==> config.mk <==
export PLATFORM = sky130hd
export DESIGN_NAME = pipe_stage_skid
export DESIGN_NICKNAME = d
export VERILOG_FILES = /design/src/rtl/pipe_pkg.sv /design/src/rtl/sat_counter.sv /design/src/rtl/pipe_stage_skid.sv
export SDC_FILE = /design/constraint.sdc
export NUM_CORES = 1
export LEC_CHECK = 0
export BUFFER_PORTS_ARGS = -buffer_cell sky130_fd_sc_hd__buf_2
export CAP_MARGIN = 20
export CORE_UTILIZATION = 35
export DETAILED_ROUTE_END_ITERATION = 6
export GPL_ROUTABILITY_DRIVEN = 1
export PLACE_DENSITY_LB_ADDON = 0.25
export SLEW_MARGIN = 0
export SYNTH_ARGS = -nofsm -noshare
export SYNTH_HDL_FRONTEND = slang
export SYNTH_SLANG_ARGS = --single-unit
==> constraint.sdc <==
create_clock -name clk -period 4 [get_ports clk]
set_input_delay 0.2 -clock clk [delete_from_list [all_inputs] [get_ports clk]]
set_output_delay 0.2 -clock clk [all_outputs]
set_load 0.01 [all_outputs]
==> src/rtl/pipe_pkg.sv <==
// Shared definitions for the elastic pipeline stage: occupancy/state
// encoding and the saturating-increment helper used by performance counters.
package pipe_pkg;

    // State value equals the number of held entries, so it doubles as occupancy.
    typedef enum logic [1:0] {
        EMPTY = 2'd0,
        ONE   = 2'd1,
        TWO   = 2'd2
    } state_e;

    // Increment value by one, clamping at 2^width-1 so the result never wraps.
    function automatic logic [63:0] sat_inc(input logic [63:0] value, input int width);
        logic [63:0] max_v;
        max_v = (width >= 64) ? {64{1'b1}} : ((64'd1 << width) - 64'd1);
        return (value >= max_v) ? max_v : value + 64'd1;
    endfunction

endpackage

==> src/rtl/sat_counter.sv <==
// CNT_W-bit saturating up-counter with synchronous clear; the clear wins over
// an increment in the same cycle.
module sat_counter
    import pipe_pkg::*;
#(
    parameter int CNT_W = 16
) (
    input  logic             clk,
    input  logic             clr,
    input  logic             inc,
    output logic [CNT_W-1:0] count
);

    logic [CNT_W-1:0] count_d;
    logic [CNT_W-1:0] count_q;

    // Next count: clear, saturating increment, or hold.
    always_comb begin
        count_d = count_q;
        if (clr) begin
            count_d = '0;
        end else if (inc) begin
            count_d = CNT_W'(sat_inc(64'(count_q), CNT_W));
        end
    end

    // Count register.
    always_ff @(posedge clk) begin
        count_q <= count_d;
    end

    assign count = count_q;

endmodule

==> src/rtl/pipe_stage_skid.sv <==
// Elastic inter-stage pipeline register with a 2-entry skid buffer. The main
// entry is the head and drives out_*; the skid entry catches the one payload
// accepted while downstream stalls, which lets in_ready come from a flop.
module pipe_stage_skid
    import pipe_pkg::*;
#(
    parameter int DATA_W             = 128,
    parameter int CTRL_W             = 8,
    parameter int ZERO_DATA_ON_FLUSH = 1,
    parameter int CNT_W              = 16
) (
    input  logic              clk,
    input  logic              rst,
    input  logic              in_valid,
    output logic              in_ready,
    input  logic [DATA_W-1:0] in_data,
    input  logic [CTRL_W-1:0] in_ctrl,
    input  logic              flush,
    output logic              out_valid,
    input  logic              out_ready,
    output logic [DATA_W-1:0] out_data,
    output logic [CTRL_W-1:0] out_ctrl,
    output logic [1:0]        occupancy,
    output logic [CNT_W-1:0]  stall_cnt
);

    state_e            state_d,     state_q;
    logic              in_ready_d,  in_ready_q;
    logic              out_valid_d, out_valid_q;
    logic [DATA_W-1:0] main_data_d, main_data_q;
    logic [CTRL_W-1:0] main_ctrl_d, main_ctrl_q;
    logic [DATA_W-1:0] skid_data_d, skid_data_q;
    logic [CTRL_W-1:0] skid_ctrl_d, skid_ctrl_q;

    logic in_fire;
    logic out_fire;

    assign in_fire  = in_valid & in_ready_q;
    assign out_fire = out_valid_q & out_ready;

    // Next state and storage moves; flush overrides any transfer this cycle.
    always_comb begin
        state_d     = state_q;
        main_data_d = main_data_q;
        main_ctrl_d = main_ctrl_q;
        skid_data_d = skid_data_q;
        skid_ctrl_d = skid_ctrl_q;

        if (flush) begin
            state_d     = EMPTY;
            main_ctrl_d = '0;
            skid_ctrl_d = '0;
            if (ZERO_DATA_ON_FLUSH != 0) begin
                main_data_d = '0;
                skid_data_d = '0;
            end
        end else begin
            case (state_q)
                EMPTY: begin
                    if (in_fire) begin
                        main_data_d = in_data;
                        main_ctrl_d = in_ctrl;
                        state_d     = ONE;
                    end
                end
                ONE: begin
                    if (in_fire && out_fire) begin
                        main_data_d = in_data;
                        main_ctrl_d = in_ctrl;
                    end else if (in_fire) begin
                        skid_data_d = in_data;
                        skid_ctrl_d = in_ctrl;
                        state_d     = TWO;
                    end else if (out_fire) begin
                        state_d     = EMPTY;
                    end
                end
                TWO: begin
                    // in_ready is low here, so only the drain path exists.
                    if (out_fire) begin
                        main_data_d = skid_data_q;
                        main_ctrl_d = skid_ctrl_q;
                        state_d     = ONE;
                    end
                end
                default: begin
                    state_d = EMPTY;
                end
            endcase
        end

        // Handshake flags are precomputed from the next occupancy.
        in_ready_d  = (state_d != TWO);
        out_valid_d = (state_d != EMPTY);
    end

    // Registers; reset clears control and payload alike.
    always_ff @(posedge clk) begin
        if (rst) begin
            state_q     <= EMPTY;
            in_ready_q  <= 1'b0;
            out_valid_q <= 1'b0;
            main_data_q <= '0;
            main_ctrl_q <= '0;
            skid_data_q <= '0;
            skid_ctrl_q <= '0;
        end else begin
            state_q     <= state_d;
            in_ready_q  <= in_ready_d;
            out_valid_q <= out_valid_d;
            main_data_q <= main_data_d;
            main_ctrl_q <= main_ctrl_d;
            skid_data_q <= skid_data_d;
            skid_ctrl_q <= skid_ctrl_d;
        end
    end

    // Back-pressure counter: counts cycles the head is offered but refused.
    sat_counter #(
        .CNT_W (CNT_W)
    ) u_stall_cnt (
        .clk   (clk),
        .clr   (rst),
        .inc   (out_valid_q & ~out_ready),
        .count (stall_cnt)
    );

    assign in_ready  = in_ready_q;
    assign out_valid = out_valid_q;
    assign out_data  = main_data_q;
    assign out_ctrl  = main_ctrl_q;
    assign occupancy = state_q;

endmodule

==> results.txt <==
----------------------------------------------------
[Worst setup path]
  Data arrival time of the critical path ... between 2000 and 3000 ps
  Sum of buffers and inverters on the critical path ... 1
  Class of the most critical setup path ... reg2reg
  Nature of the critical path endpoint ... register
  CP cell instances ... nand3b_4 -> or2_4 -> buf_12 -> nand2_1 -> a21oi_1
  CP peak stage delay ... slightly above 700 ps
  Largest fanout of any net on the critical path ... 70
  Category of the worst setup path launch point ... register
  Crit path required time ... around 4400 ps
  Family with the most delay on the worst path ... simple AND/OR/NAND/NOR gates
  Library cell contributing the largest single delay on the critical path ... sky130_fd_sc_hd__or2_4

[Clock tree]
  Num CTS Buffers ... 35
  Maximum number of buffers from clock root to sink ... 3
  Setup bufs post-CTS ... 0
  Clock transition at the registers of the reported paths ... roughly 60 ps
  Clock root buffer ... sky130_fd_sc_hd__clkbuf_16
  Insertion delay to the later sink of the worst-skew pair ... ~500 ps
  Clock tree from TritonCTS ... yes
  TritonCTS sink count ... roughly 300
  H-tree levels ... 2

[Placed design]
  Dpl cells ... between 1,500 and 2,000
  Placement-stage worst setup slack ... 1750 ps
  Routability congestion estimate ... 0.792
  Detailed placer's ending HPWL ... a little over 20,000 µm
  Port Buffers ... approximately 300
  Standard cell area after detailed placement ... approximately 14,000 µm²

[Floorplanning]
  Die Width ... approximately 190 µm
  Floorplan die area ... 35,000 µm²
  Boundary pin count ... slightly below 300
  Starting utilization of the core area ... between 30% and 40%
  Floorplan Core Area ... 33,600 µm²
  Vertical extent of the die ... between 150 and 200 µm
  Placement Rows ... between 60 and 70

[Power]
  Sw power ... 1590 µW
  Internal power ... approximately 5100 µW
  Total leakage power ... about 0.007 µW
  Switching Share ... roughly a quarter
  Relative contribution of combinational cells to total power ... a little under a tenth
  Seq pwr share ... between 40% and 50%
  Power per standard cell area ... around 410 nW/µm²
  Part of the total power dissipated in the clock network ... between 40% and 50%
  IR drop worst, VDD ... between 0.0003 and 0.0004 V

[Synthesis]
  Area contributors post-synth ... sky130_fd_sc_hd__dfxtp_1 (49%), sky130_fd_sc_hd__mux2i_1 (11%), sky130_fd_sc_hd__nand2_1 (8.9%)
  Netlist area before placement ... around 12,000 µm²
  Share of flip-flops with an asynchronous set or reset after synthesis ... 0%
  Distinct cell type count after synthesis ... around 40
  Post-Syn Nets ... roughly 1,500
  Commonest register cell after synthesis ... sky130_fd_sc_hd__dfxtp_1
  Cell type with the highest aggregate area in the netlist ... sky130_fd_sc_hd__dfxtp_1
  FF+latch count, synth ... about 300
  Number of cells produced by synthesis ... 1,324
  Post-synth top area share ... between 40% and 50%
  Most common cell in the synthesized netlist ... sky130_fd_sc_hd__dfxtp_1
  Mean area per synthesized cell ... approximately 9.1 µm²
  Number of flops mapped to enable cells by yosys ... 0
  Sequential cell area fraction in the yosys report ... between 40% and 50%
  Most common library cells after synthesis ... sky130_fd_sc_hd__dfxtp_1 (292), sky130_fd_sc_hd__nand2_1 (283), sky130_fd_sc_hd__a21oi_1 (148)
  Yosys warning count ... 0

[Final layout]
  Area occupied by multi-input gates ... around 5600 µm²
  Total inserted antenna cells ... 0
  Filler instances ... about 3,200
  Cell area after layout ... 16,200 µm²
  Non-filler instance count after layout ... around 2,200
  Final net count ... roughly 1,800
  Layout cells sized above 1 ... between 20% and 30%
  End-of-flow core utilization ... 48.1%
  Storage element area ... 5850 µm²
  Area added between synthesis and finish ... 35.0%

[Routing]
  Remaining routing DRC violations ... 0
  Total number of vias ... between 10,000 and 15,000
  Vias per Instance ... around 5
  Violation count after the first detailed-routing iteration ... between 500 and 600
  Total detailed-routing wirelength ... ~35,000 µm
  Post-route antenna net violation count ... 0
  Mean routed wirelength per cell ... around 16 µm
  Number of detailed-route iterations in the first pass ... 5

[Timing]
  Final Cycle Share ... a little under three fifths
  Endpoints failing setup ... 0
  Worst-case setup margin in the final layout ... 1740 ps
  Slew Limit Fails ... 0
  Achievable Freq ... between 400 and 500 MHz
  Number of hold violations in the final report ... 0
  Fin crit period ... between 2000 and 2500 ps
  Max_slew headroom ... a little under a third
  RSZ-0062 raised after global routing ... false
  Clock tree skew after final layout ... around 13 ps
  Setup TNS Final ... 0 ps
  Measured slew at the worst slew-check pin ... 1040 ps

[GRT]
  Number of global-route vias before repair ... between 10,000 and 15,000
  Antenna violations before repair ... 0
  Remaining global-route overflow ... 0
  Largest net degree at the start of global routing ... 138
  First-pass GRT wire length ... 56,700 µm
  GRT Resource Usage Total ... a little under 20%

[Outcome]
  Result of the run ... finished clean

[Run]
  Max Cap Violations ... 0

[Hold path]
  Worst hold-check path type ... in2reg

----------------------------------------------------
-- flip-flops by register name (all words and copies together), names as in the netlist --
name,count
out_data,128
skid_ctrl_q,8
out_valid,1
occupancy,2
u_stall_cnt.count,16
skid_data_q,128
in_ready,1
out_ctrl,8
-- metal layers --
| layer | global-route usage [%] | wire, µm | up-vias |
|---|---|---|---|
| met5 | 0 | 0 | - |
| met2 | 33.6 | 17000 | 300 |
| met1 | 24.3 | 15300 | 5113 |
| li1 | - | - | 5397 |
| met4 | 8.45 | 1320 | 0 |
| met3 | 2.83 | 1540 | 86 |
-- cells by family after synthesis --
family | share of synthesized area [%]
compound gates | 17.2
xor+xnor | 0.658
fa+ha+maj | 0.104
buf+inv | 4.94
flops | 48.8
mux | 11.4
simple gates | 16.9
-- power by group through the flow --
stage | clock network (µW) | registers [µW] | logic [µW]
floorplan | 0 | 3080 | 279
global placement | 0 | 3060 | 508
detailed placement | 0 | 3070 | 513
CTS | 3180 | 3000 | 620
global route | 3310 | 3010 | 672
finish | 3080 | 3000 | 618
-- through the flow --
| step | total power (µW) | hold WS, ps |
|---|---|---|
| 6_report | 6700 | 97.1 |
| 5_1_grt | 6990 | 90.0 |
| 4_1_cts | 6800 | 78.2 |
| 3_5_place_dp | 3580 | 446 |
| 3_3_place_gp | 3570 | 440 |
| 2_1_floorplan | 3360 | 326 |
-- path summary, 6_finish.rpt --
check / start / to / slack [ps] / cells past startpoint
min: rst / in_ready / 100 / 2
max: occupancy[1] / skid_data_q[103] / 1740 / 5
max reg2reg: occupancy[1] / skid_data_q[103] / 1740 / 5
min reg2reg: skid_data_q[75] / skid_data_q[75] / 450 / 2
-- cell usage in the layout (no fill, tap or decap), types with 2 or more instances in the layout --
| master | netlist | final |
|---|---|---|
| sky130_fd_sc_hd__a211oi_1 | 98 | 98 |
| sky130_fd_sc_hd__a211oi_2 | 40 | 40 |
| sky130_fd_sc_hd__a21oi_1 | 148 | 148 |
| sky130_fd_sc_hd__a221oi_1 | 2 | 2 |
| sky130_fd_sc_hd__a31oi_1 | 3 | 3 |
| sky130_fd_sc_hd__and4_1 | 3 | 3 |
| sky130_fd_sc_hd__and4b_1 | 2 | 2 |
| sky130_fd_sc_hd__buf_12 | 0 | 8 |
| sky130_fd_sc_hd__buf_2 | 56 | 296 |
| sky130_fd_sc_hd__buf_4 | 3 | 6 |
| sky130_fd_sc_hd__bufinv_16 | 0 | 2 |
| sky130_fd_sc_hd__clkbuf_1 | 49 | 5 |
| sky130_fd_sc_hd__clkbuf_16 | 0 | 35 |
| sky130_fd_sc_hd__clkbuf_8 | 0 | 6 |
| sky130_fd_sc_hd__clkinv_2 | 0 | 5 |
| sky130_fd_sc_hd__clkinvlp_4 | 0 | 3 |
| sky130_fd_sc_hd__dfxtp_1 | 292 | 292 |
| sky130_fd_sc_hd__dlygate4sd3_1 | 0 | 137 |
| sky130_fd_sc_hd__inv_1 | 4 | 4 |
| sky130_fd_sc_hd__inv_6 | 0 | 3 |
| sky130_fd_sc_hd__mux2i_1 | 137 | 137 |
| sky130_fd_sc_hd__nand2_1 | 283 | 283 |
| sky130_fd_sc_hd__nand3_1 | 6 | 6 |
| sky130_fd_sc_hd__nand3b_1 | 2 | 2 |
| sky130_fd_sc_hd__nand4_1 | 3 | 3 |
| sky130_fd_sc_hd__nor2_1 | 8 | 7 |
| sky130_fd_sc_hd__nor2_4 | 0 | 2 |
| sky130_fd_sc_hd__nor3_1 | 141 | 141 |
| sky130_fd_sc_hd__nor4_1 | 3 | 3 |
| sky130_fd_sc_hd__or2_4 | 0 | 3 |
| sky130_fd_sc_hd__xnor2_1 | 6 | 6 |
| sky130_fd_sc_hd__xor2_1 | 3 | 3 |
-- cell type report --
cell class,instances,area share (%)
multi-input cells,906,34.5
clock buffers,46,6.04
flip-flops and latches,292,36.1
inverters,4,0.0928
well taps,448,3.46
clock inverters,14,0.882
repair buffers,447,18.9
-- what timing repair did --
action                                 4_1_cts  5_1_grt
hold buffers                               137        0
gates resized for setup                      0        0
endpoints found under the hold margin      137        0
(Power assumes the default switching activity.)
